==> config.mk <==
export PLATFORM = sky130hd
export DESIGN_NAME = add_sub_seq
export DESIGN_NICKNAME = d
export VERILOG_FILES = /design/src/rtl/add_sub_pkg.sv /design/src/rtl/add_sub_seq_chunk.sv /design/src/rtl/add_sub_seq.sv
export SDC_FILE = /design/constraint.sdc
export NUM_CORES = 1
export LEC_CHECK = 0
export ABC_AREA = 1
export ABC_CLOCK_PERIOD_IN_PS = 3100
export BUFFER_PORTS_ARGS = -buffer_cell sky130_fd_sc_hd__buf_4
export CAP_MARGIN = 5
export CELL_PAD_IN_SITES_DETAIL_PLACEMENT = 0
export CELL_PAD_IN_SITES_GLOBAL_PLACEMENT = 1
export CORE_MARGIN = 10
export CORE_UTILIZATION = 40
export CTS_CLUSTER_DIAMETER = 30
export DETAILED_ROUTE_END_ITERATION = 16
export GPL_TIMING_DRIVEN = 0
export HOLD_SLACK_MARGIN = 0.08
export MAX_ROUTING_LAYER = met4
export PLACE_DENSITY_LB_ADDON = 0.3
export SYNTH_ARGS = -nofsm -noshare
export SYNTH_HDL_FRONTEND = slang
export SYNTH_HIERARCHICAL = 1
export SYNTH_SLANG_ARGS = --single-unit
==> constraint.sdc <==
create_clock -name clk -period 3.1 [get_ports clk]
set_input_delay 0.62 -clock clk [delete_from_list [all_inputs] [get_ports clk]]
set_output_delay 0.62 -clock clk [all_outputs]
set_load 0.02 [all_outputs]
==> src/rtl/add_sub_pkg.sv <==
// Shared types and helpers for the sequential add/sub unit.
// Imported by add_sub_seq and its datapath slice.
package add_sub_pkg;

  typedef enum logic [1:0] {
    IDLE = 2'd0,
    CALC = 2'd1,
    DONE = 2'd2
  } state_e;

  localparam logic MODE_ADD = 1'b0;
  localparam logic MODE_SUB = 1'b1;

  // Chunk counter width; a single-chunk build still needs one bit.
  function automatic int cnt_w(input int n);
    return (n > 1) ? $clog2(n) : 1;
  endfunction

endpackage

==> src/rtl/add_sub_seq_chunk.sv <==
// CHUNK-bit adder slice with carry-in.
// Also exposes the carry into the slice MSB.
module chunk_add_sub #(
  parameter int CHUNK = 4
) (
  input  logic [CHUNK-1:0] a_i,
  input  logic [CHUNK-1:0] b_i,
  input  logic             cin_i,
  output logic [CHUNK-1:0] s_o,
  output logic             cout_o,
  output logic             cmsb_o
);

  logic [CHUNK:0] full;

  // Plain ripple sum; MSB carry-in recovered from the sum bit.
  always_comb begin
    full   = {1'b0, a_i} + {1'b0, b_i}
           + {{CHUNK{1'b0}}, cin_i};
    s_o    = full[CHUNK-1:0];
    cout_o = full[CHUNK];
    cmsb_o = s_o[CHUNK-1] ^ a_i[CHUNK-1]
           ^ b_i[CHUNK-1];
  end

endmodule

==> src/rtl/add_sub_seq.sv <==
// Multi-cycle add/sub: CHUNK bits per clock, LS chunk first.
// Carry ripples between cycles through c_q.
module add_sub_seq
  import add_sub_pkg::*;
#(
  parameter int WIDTH = 16,
  parameter int CHUNK = 4
) (
  input  logic             clk,
  input  logic             rst_n,
  input  logic             in_valid,
  output logic             in_ready,
  input  logic [WIDTH-1:0] a,
  input  logic [WIDTH-1:0] b,
  input  logic             mode,
  output logic             out_valid,
  input  logic             out_ready,
  output logic [WIDTH-1:0] result,
  output logic             carry_out,
  output logic             overflow,
  output logic             zero
);

  localparam int NCHUNK = WIDTH / CHUNK;
  localparam int CW = cnt_w(NCHUNK);
  localparam logic [WIDTH-1:0] CMASK =
    WIDTH'({CHUNK{1'b1}});

  if (WIDTH < 2 || CHUNK < 1 || CHUNK > WIDTH ||
      (WIDTH % CHUNK) != 0) begin : g_bad_param
    $error("add_sub_seq: illegal WIDTH/CHUNK");
  end

  state_e           state_q, state_d;
  logic [CW-1:0]    cnt_q;
  logic [WIDTH-1:0] a_q, b_q, res_q, res_d;
  logic             c_q, cout_q, ovf_q, zero_q;
  logic [31:0]      sh;
  logic [CHUNK-1:0] a_ch, b_ch, s_ch;
  logic             ch_cout, ch_cmsb;
  logic             last;

  chunk_add_sub #(.CHUNK(CHUNK)) u_chunk (
    .a_i   (a_ch),
    .b_i   (b_ch),
    .cin_i (c_q),
    .s_o   (s_ch),
    .cout_o(ch_cout),
    .cmsb_o(ch_cmsb)
  );

  // Select the active chunk and merge its sum into the word.
  always_comb begin
    sh    = 32'(cnt_q) * 32'(CHUNK);
    a_ch  = CHUNK'(a_q >> sh);
    b_ch  = CHUNK'(b_q >> sh);
    res_d = (res_q & ~(CMASK << sh))
          | (WIDTH'(s_ch) << sh);
    last  = (cnt_q == CW'(NCHUNK - 1));
  end

  // State register.
  always_ff @(posedge clk or negedge rst_n) begin
    if (!rst_n) state_q <= IDLE;
    else        state_q <= state_d;
  end

  // Next-state logic.
  always_comb begin
    state_d = state_q;
    unique case (state_q)
      IDLE: if (in_valid)  state_d = CALC;
      CALC: if (last)      state_d = DONE;
      DONE: if (out_ready) state_d = IDLE;
      default:             state_d = IDLE;
    endcase
  end

  // Handshake outputs decoded from the registered state.
  always_comb begin
    in_ready  = (state_q == IDLE);
    out_valid = (state_q == DONE);
  end

  // Operand capture, per-chunk accumulate and final flags.
  always_ff @(posedge clk or negedge rst_n) begin
    if (!rst_n) begin
      a_q    <= '0;
      b_q    <= '0;
      c_q    <= 1'b0;
      cnt_q  <= '0;
      res_q  <= '0;
      cout_q <= 1'b0;
      ovf_q  <= 1'b0;
      zero_q <= 1'b0;
    end else begin
      unique case (state_q)
        IDLE: begin
          if (in_valid) begin
            a_q   <= a;
            b_q   <= b ^ {WIDTH{mode}};
            c_q   <= (mode == MODE_SUB);
            cnt_q <= '0;
          end
        end
        CALC: begin
          res_q <= res_d;
          c_q   <= ch_cout;
          cnt_q <= cnt_q + 1'b1;
          if (last) begin
            cout_q <= ch_cout;
            ovf_q  <= ch_cmsb ^ ch_cout;
            zero_q <= (res_d == '0);
          end
        end
        default: ;
      endcase
    end
  end

  assign result    = res_q;
  assign carry_out = cout_q;
  assign overflow  = ovf_q;
  assign zero      = zero_q;

endmodule

# ---- Yosys cells after proc, flatten, opt, wreduce, memory -nomap -nowiden
# Cells that the tools add are included.
dict set report word_totals {
  out_inout_bits 21
  register_bits 56
  inputBits 37
  wordCells 44
}
dict set report op_classes {
  n_bitwise 7
  eq_ne 6
  shifts 4
  n_reduce_logical 7
  add_sub_neg 3
  mux 8
}
# operator n
set op_table {}
lappend op_table {{$shr A16 B4 Y4} 2}
lappend op_table {{$and A16 B16 Y16} 1}
lappend op_table {{$logic_not A16 Y1} 1}
lappend op_table {{$not A16 Y16} 1}
lappend op_table {{$or A16 B16 Y16} 1}
lappend op_table {{$shl A4 B4 Y16} 1}
lappend op_table {{$shl A4 B4 Y16 const A} 1}
lappend op_table {{$xor A16 B16 Y16} 1}
lappend op_table {{$mux W2} 4}
lappend op_table {{$pmux W2 S3} 1}
lappend op_table {{$reduce_and A2 Y1} 3}
lappend op_table {{$add A4 B4 Y5} 1}
lappend op_table {{$add A5 B1 Y5} 1}
lappend op_table {{$eq A2 B2 Y1 const B} 2}
lappend op_table {{$ne A2 B2 Y1 const B} 2}
lappend op_table {{$pmux W2 S2} 1}
lappend op_table {{$reduce_and A3 Y1} 1}
lappend op_table {{$xor A1 B1 Y1} 3}
lappend op_table {{$add A2 B1 Y2 const B} 1}
lappend op_table {{$eq A2 B1 Y1 const B} 1}
lappend op_table {{$logic_not A2 Y1} 1}
lappend op_table {{$ne A2 B1 Y1 const B} 1}
lappend op_table {{$pmux W1 S2} 1}
lappend op_table {{$reduce_bool A2 Y1} 1}
lappend op_table {{$mux W1} 1}

# ---- Longest topological paths before layout
# Gate-level depths: netlist (run 1).
dict set report logic_depth {
  ltp_word 6
  mapped_depth 17
  depth_no_buf 15
}

# ---- Hierarchy
# The synthesis (run 1) kept the hierarchy.
# module area_each_um2 instances seq_area_each_um2 cells_each
set by_module_without_submodules {}
lappend by_module_without_submodules {add_sub_seq 2741.4 1 1401.3 332}
lappend by_module_without_submodules {chunk_add_sub 200.2 1 0.0 31}

# ---- Worst setup path after synthesis (run 1)
# OpenSTA, ideal clock, no wires.
dict set report synth_timing {
  path_type {register to register}
  startpoint {register cnt_q[0]}
  endpoint {register zero_q, in the netlist zero}
  synth_period_minus_slack_ns 2.612
  required_ns 2.984
  setup_ns 0.116
  path_stages_with_launch 17
  path_buffers 2
  t_arrival_ns 2.496
  path_slack_ns 0.488
  path_cell_list {dfrtp_1 > inv_2 > buf_2 > buf_4 > nor2_1 > o22ai_1 > fa_1 > inv_1 > fa_1 > xnor2_1 > nand2_1 > nor2_1 > nor2_1 > nand3_1 > nor2_1 > nand2_1 > nand2_1}
}
dict set report synth_between {
  elab_chain_cells 6
  word_cells_on_any_way 12
  cone_classes {add/sub: 2; eq/ne: 1; shift: 4; bitwise: 3; reduce/logical: 2}
}
# element line_no
set synth_lines {}
lappend synth_lines {{from (decl)} add_sub_seq.sv:35} ;# logic [CW-1:0] cnt_q;
lappend synth_lines {{from (signal assigned)} add_sub_seq.sv:109} ;# cnt_q <= cnt_q + 1'b1;
lappend synth_lines {{$shr A16 B4 Y4} add_sub_seq.sv:55} ;# a_ch = CHUNK'(a_q >> sh);
lappend synth_lines {{via a_ch[0]} add_sub_seq.sv:39} ;# logic [CHUNK-1:0] a_ch, b_ch, s_ch;
lappend synth_lines {{$add A4 B4 Y5} add_sub_seq_chunk.sv:18} ;# full = {1'b0, a_i} + {1'b0, b_i}
lappend synth_lines {{$add A5 B1 Y5} add_sub_seq_chunk.sv:19} ;# + {{CHUNK{1'b0}}, cin_i};
lappend synth_lines {{via s_ch[2]} add_sub_seq.sv:39}
lappend synth_lines {{$shl A4 B4 Y16} add_sub_seq.sv:58} ;# | (WIDTH'(s_ch) << sh);
lappend synth_lines {{$or A16 B16 Y16} add_sub_seq.sv:58}
lappend synth_lines {{$logic_not A16 Y1} add_sub_seq.sv:113} ;# zero_q <= (res_d == '0);
lappend synth_lines {{to (signal assigned)} add_sub_seq.sv:113}
lappend synth_lines {{to (decl)} add_sub_seq.sv:37} ;# logic c_q, cout_q, ovf_q, zero_q;
# The timed path passes the listed nets, and every way through them passes these cells.
# A chain may end at the register's enable or synchronous reset.

# ---- Worst setup path in the final report (run 1)
# Same ends and word-level chain as after synthesis.

==> impl_metrics.toml, run 1 <==
[power]
power.total_mw = 4.729
p_leak_nw = 1.814
irDropWorstVdd_uv = 478.7
cellPowerDensity_nw_per_um2 = 1299

[floorplan]
fp.dieH_um = 105.8
core_area_um2 = 7214
start_util_pct = 40.77
dieArea_um2 = 11180
io_pins = 58
num_rows = 31
die_width_um = 105.8

[synth]
synth_xor_area_share_pct = 5.657
ys_seq_area_share_pct = 47.64
synthArstFlopShare_pct = 100.0
syn_inst = 363
yosysTopAreaCellShare_pct = 47.64
ys.flop_type = "dfrtp_1"
synthSimpleGateAreaFrac_pct = 24.37
syn_area_per_cell_um2 = 8.104
synthTopCellsByArea = "dfrtp_1 (48%), nand2_1 (15%), o21ai_0 (7.0%)"
yosysUniqueCellTypes = 22
synthTopCellsByCount = "nand2_1 (115), dfrtp_1 (56), o21ai_0 (41), nor2_1 (38), nand3_1 (23)"
syn_area_um2 = 2942
synthAdderAreaFrac_pct = 4.339
ys_ff_latch = 56
synth-edff-count = 0
yosysTopAreaCell = "dfrtp_1"
synth_compound_area_share_pct = 12.04
ys_warn_count = 6
yosysMostFrequentCell = "nand2_1"
muxShareOfSynthArea_pct = 0.3828
synth_top_family_by_area = "simple AND/OR/NAND/NOR gates"
syn_nets = 409

[timing]
fin_crit_ns = 2.882
finalSetupViolations = 0
fin_crit_sh_pct = 92.96
slew-limit-headroom_pct = 53.23
tightest_slew_ns = 0.7015
whs_ns = 0.3496
hold_viol = 0
maxSlewViolCount = 0
fin_skew_ns = 0.006915
rsz0062_at_grt = "no"
max_freq_ghz = 0.3470

[worst_setup_path]
critPathBufInv = 4
crit_chain = "inv_4 > buf_4 > buf_6 > nor2_1 > o22ai_2 > fa_2 > inv_1 > fa_1 > xnor2_2 > nand2_1 > nor2_2 > nor2_1 > nand3_1 > nor2_1 > nand2_1 > nand2_1"
reg2reg_slack_ns = 0.22
cp_data_arrival_time_ns = 3.10
worstReg2RegEnd = "zero"
crit_slowest_cell = "dfrtp_2"
crit_path_start_kind = "register"
crit_fanout = 11
path_class = "reg2reg"
r2r_start = "cnt_q[0]"
endpoint_kind = "register"
cp.required_ns = 3.32
max_stage_delay_ns = 0.46
rr_worst_depth = 16
path_delay_family = "adder cells"

[cts]
tritoncts = "done"
clock-sinks = 56
clkTransAtPathRegs_ns = 0.10
cts.path.max_buffers = 2
clk_latency_ns = 0.31
cts-root-buf = "clkbuf_8"
htreeDepth = 2
cts_hold_buf = 0
cts_buffers = 5

[hold_path]
hold_path.class = "in2async"

[placement]
placed_area_um2 = 3486
numPortBuffers = 56
dp_hpwl_mm = 5.444
gp_congestion = 0.8027

[routing]
firstDrtPassIters = 4
drt_iter0_drc = 85
drc = 0
routed_wirelength_mm = 7.332
vias_per_cell = 4.845
ant_nets = 0
routedWlPerCell_um = 13.89
vias = 2558

[global_routing]
grt_antenna_before_repair = 0
gr-total-overflow = 0
grt_pass1_wl_mm = 12.59
grt_start_max_net_pins = 57
grtUsageTotal_pct = 13.94
grt_pass1_vias = 2678

[final_layout]
multi_input_area_um2 = 1406
ff_latch_area_um2 = 1404
num_antenna_cells = 0
layout-drive-gt1-share_pct = 22.61
stdcell_area_um2 = 3641
fillers = 759
nets = 474
synthToLayoutAreaGrowth_pct = 23.78
fin_util_pct = 50.47

[flow_run]
max_cap_viol_count = 0

[outcome]
status = "finished, final reports clean"
==> metrics by stage <==
step	std cells	worst slack, ns	TNS [ns]
floorplan	363	0.4880	0
global placement	518	-0.1275	-0.1374
detailed placement	518	-0.1846	-0.2908
CTS	526	-0.03362	-0.03362
global route	528	0.01459	0
finish	528	0.2182	0
==> layout by cell type (no fill, tap or decap), drive strengths merged, types with 2 or more instances in the layout <==
| cell type | Yosys | routed |
|---|---|---|
| o31ai | 2 | 2 |
| a21oi | 2 | 2 |
| o22ai | 8 | 8 |
| ha | 7 | 7 |
| inv | 19 | 19 |
| a31oi | 9 | 9 |
| clkbuf | 2 | 8 |
| nor2 | 40 | 40 |
| nand3 | 24 | 24 |
| o21ai | 41 | 41 |
| dfrtp | 56 | 56 |
| nand2 | 115 | 115 |
| buf | 14 | 72 |
| xnor2 | 19 | 19 |
| a22o | 2 | 2 |
| fa | 2 | 2 |
| clkinv | 0 | 2 |
==> worst register-to-register path, cell delays in order (launching register included) <==
cell and delay (ns):
dfrtp_2 0.46, inv_4 0.11, buf_4 0.19, buf_6 0.17, nor2_1 0.06, o22ai_2 0.21, fa_2 0.26, inv_1 0.06
fa_1 0.44, xnor2_2 0.32, nand2_1 0.11, nor2_2 0.12, nor2_1 0.05, nand3_1 0.08, nor2_1 0.04, nand2_1 0.05
nand2_1 0.05
==> logic make-up after synthesis <==
kind of cell / count (synthesis)
adder cells (fa/ha/maj): 9
AND/OR/NAND/NOR: 179
XOR/XNOR: 19
multiplexers: 1
flip-flops: 56
AO/OA/AOI/OAI: 64
buffers and inverters: 35
==> per-layer routing <==
layer  global-route usage (%)  part of all wire, %
met2                    23.81                   50
met4                    2.418                 0.75
met5                        -                    0
met3                    3.045                  3.3
met1                    16.67                   46
==> repair_timing <==
item / CTS / global route
setup buffers: 0 / 2
pin swaps: 0 / 1
resized for setup: 3 / 14
setup endpoints to repair: 5 / 7
==> power by group <==
part	internal [mW]	switching [mW]
Sequential	1.08	0.227
Combinational	1.16	1.84
Clock	0.179	0.239
Total	2.42	2.31
==> registers in the layout, summed over array words and instances, names as in the netlist <==
register / cells
result: 16
zero: 1
overflow: 1
c_q: 1
cnt_q: 2
b_q: 16
carry_out: 1
state_q: 2
a_q: 16
==> area by class of cell <==
type,count,share of cell area (%)
Buffer,16,2.887
Clock buffer,6,2.268
Clock inverter,2,0.2749
Inverter,19,2.027
Multi-Input combinational cell,272,38.63
Sequential cell,56,38.56
Tap cell,99,3.402
Timing Repair Buffer,58,11.96
==> how the worst max path moves through the flow <==
stage,startpoint,to,slack (ns),depth (start not counted)
2_1_floorplan,cnt_q[0],zero,0.49,16
3_3_place_gp,cnt_q[1],zero,-0.13,15
3_5_place_dp,cnt_q[1],zero,-0.18,15
4_1_cts,cnt_q[0],zero,-0.03,16
5_1_grt,cnt_q[1],zero,0.01,15
6_report,cnt_q[0],zero,0.22,16
Power figures use the tool's default switching activity.
==> run 2, diff against run 1 <==
--- a/config.mk
+++ b/config.mk
@@ -12,7 +12,8 @@
 export CELL_PAD_IN_SITES_DETAIL_PLACEMENT = 0
 export CELL_PAD_IN_SITES_GLOBAL_PLACEMENT = 1
 export CORE_MARGIN = 10
-export CORE_UTILIZATION = 40
+export CORE_UTILIZATION = 42
+export CTS_BUF_LIST = sky130_fd_sc_hd__clkbuf_8
 export CTS_CLUSTER_DIAMETER = 30
 export DETAILED_ROUTE_END_ITERATION = 16
 export GPL_TIMING_DRIVEN = 0
==> run 2 against run 1 <==
First-iteration DRC count increased by 64%. Worst setup slack improved by 0.045 ns. Maximum frequency increased by 1.6%. Global-route usage decreased by 0.11 points. Core utilization increased by 3.1 points. Largest power group unchanged.
==> impl_metrics.toml, run 2 (same netlist as run 1, synthesis figures left out) <==
[routing]
firstDrtPassIters = 5
wl_met1_mm = 3.324
vias = 2579
wl_met3_um = 344
routed_wirelength_mm = 7.279
ant_nets = 0
vias_per_cell = 4.903
drt_iter0_drc = 139
routedWlPerCell_um = 13.84
dr.max_layer_used = "met4"
drc = 0
wl_met2_mm = 3.541

[placement]
placed_area_um2 = 3482
gp_congestion = 0.8708
dp.cells = 515
dp_hpwl_mm = 5.441
numPortBuffers = 56

[timing]
rsz0062_at_grt = "no"
fin_crit_ns = 2.837
hold_viol = 0
max_freq_ghz = 0.3525
fin_skew_ns = 0.008324
finalSetupViolations = 0
fin_crit_sh_pct = 91.51
tightest_slew_ns = 0.7094
maxSlewViolCount = 0
slew-limit-headroom_pct = 52.71

[power]
power.total_mw = 4.703
irDropWorstVdd_uv = 457.7
cellPowerDensity_nw_per_um2 = 1292
p_leak_nw = 1.817

[final_layout]
nets = 475
fin_util_pct = 53.57
num_antenna_cells = 0
multi_input_area_um2 = 1400
layout-drive-gt1-share_pct = 22.33
fillers = 683
final_common_cell = "nand2_1"
synthToLayoutAreaGrowth_pct = 23.73
ff_latch_area_um2 = 1403
layout_common_cells = "nand2_1 (115), buf_4 (65), dfrtp_1 (55), o21ai_0 (40), nor2_1 (38)"
stdcell_area_um2 = 3640
final_cell_count_no_fill = 526

[cts]
cts-root-buf = "clkbuf_8"
clkTransAtPathRegs_ns = 0.10
cts.path.max_buffers = 2
tritoncts = "done"
htreeDepth = 2
clk_latency_ns = 0.31
clock-sinks = 56
cts_buffers = 5

[outcome]
status = "finished, final reports clean"

[floorplan]
dieArea_um2 = 10750
start_util_pct = 43.30
num_rows = 30
die_width_um = 103.7
core_area_um2 = 6794
io_pins = 58
fp.dieH_um = 103.7

[global_routing]
grtUsageTotal_pct = 13.83
grt_start_max_net_pins = 57
grt_pass1_vias = 2587
gr-total-overflow = 0
grt_pass1_wl_mm = 12.34
grt_antenna_before_repair = 0

[worst_setup_path]
endpoint_kind = "register"
crit_fanout = 11
crit_path_start_kind = "register"
path_class = "reg2reg"
cp.required_ns = 3.31
cp_data_arrival_time_ns = 3.04

[flow_run]
max_cap_viol_count = 0

[hold_path]
hold_path.class = "in2async"
[run 2: path summary, 6_finish.rpt]
check                           startpoint          to  slack (ns)  cells past startpoint
worst max-delay path              cnt_q[0]        zero        0.26                     16
worst min-delay path                 rst_n   result[5]        0.36                      1
worst max register to register    cnt_q[0]        zero        0.26                     16
worst min register to register      a_q[6]      a_q[6]        0.49                      2
max in group asynchronous            rst_n    cnt_q[0]        2.25                      1
min in group clk                 out_ready  state_q[1]        0.48                      2
[run 2: layout make-up]
type	count	share of cell area, %
well taps	96	3.300
multi-input cells	272	38.47
clock buffers	6	2.269
repair buffers	59	12.17
clock inverters	2	0.2750
inverters	19	2.097
flip-flops and latches	56	38.54
plain buffers	16	2.888
[run 2: repair_timing]
item | CTS | global route
pin swaps | 1 | 2
buffers inserted | 0 | 3
gates resized for setup | 4 | 12
hold buffers | 0 | 0
setup endpoints to repair | 6 | 3
[run 2: through the flow]
stage	TNS, ns	setup WS, ns	hold WS, ns
floorplan	0	0.4880	0.3244
global placement	-0.2058	-0.1720	0.4593
detailed placement	-0.4060	-0.2518	0.4605
CTS	0	0.01366	0.3856
global route	0	0.03599	0.4082
finish	0	0.2632	0.3566
[run 2: critical path, cell delays in order (launching register included)]
cell and delay, ns:
dfrtp_2 0.48, inv_4 0.11, buf_4 0.18, buf_6 0.16, nor2_1 0.06, o22ai_2 0.23, fa_2 0.26, inv_1 0.06
fa_2 0.37, xnor2_2 0.28, nand2_1 0.09, nor2_1 0.15, nor2_1 0.06, nand3_1 0.08, nor2_1 0.04, nand2_1 0.06
nand2_1 0.05
[run 2: power by group]
part	switching, mW	leakage, nW	total (mW)	internal, mW
sequential	0.243	0.687	1.33	1.08
clock	0.238	0.0510	0.417	0.179
combinational	1.80	1.08	2.96	1.16
total	2.28	1.82	4.70	2.42
[run 2: metal layers]
layer  track usage [%]  vias to the layer above
met5                 -                        -
met4             2.883                        0
met3             2.664                        6
met2             22.52                       71
met1             17.46                     1187
li1                  -                     1315
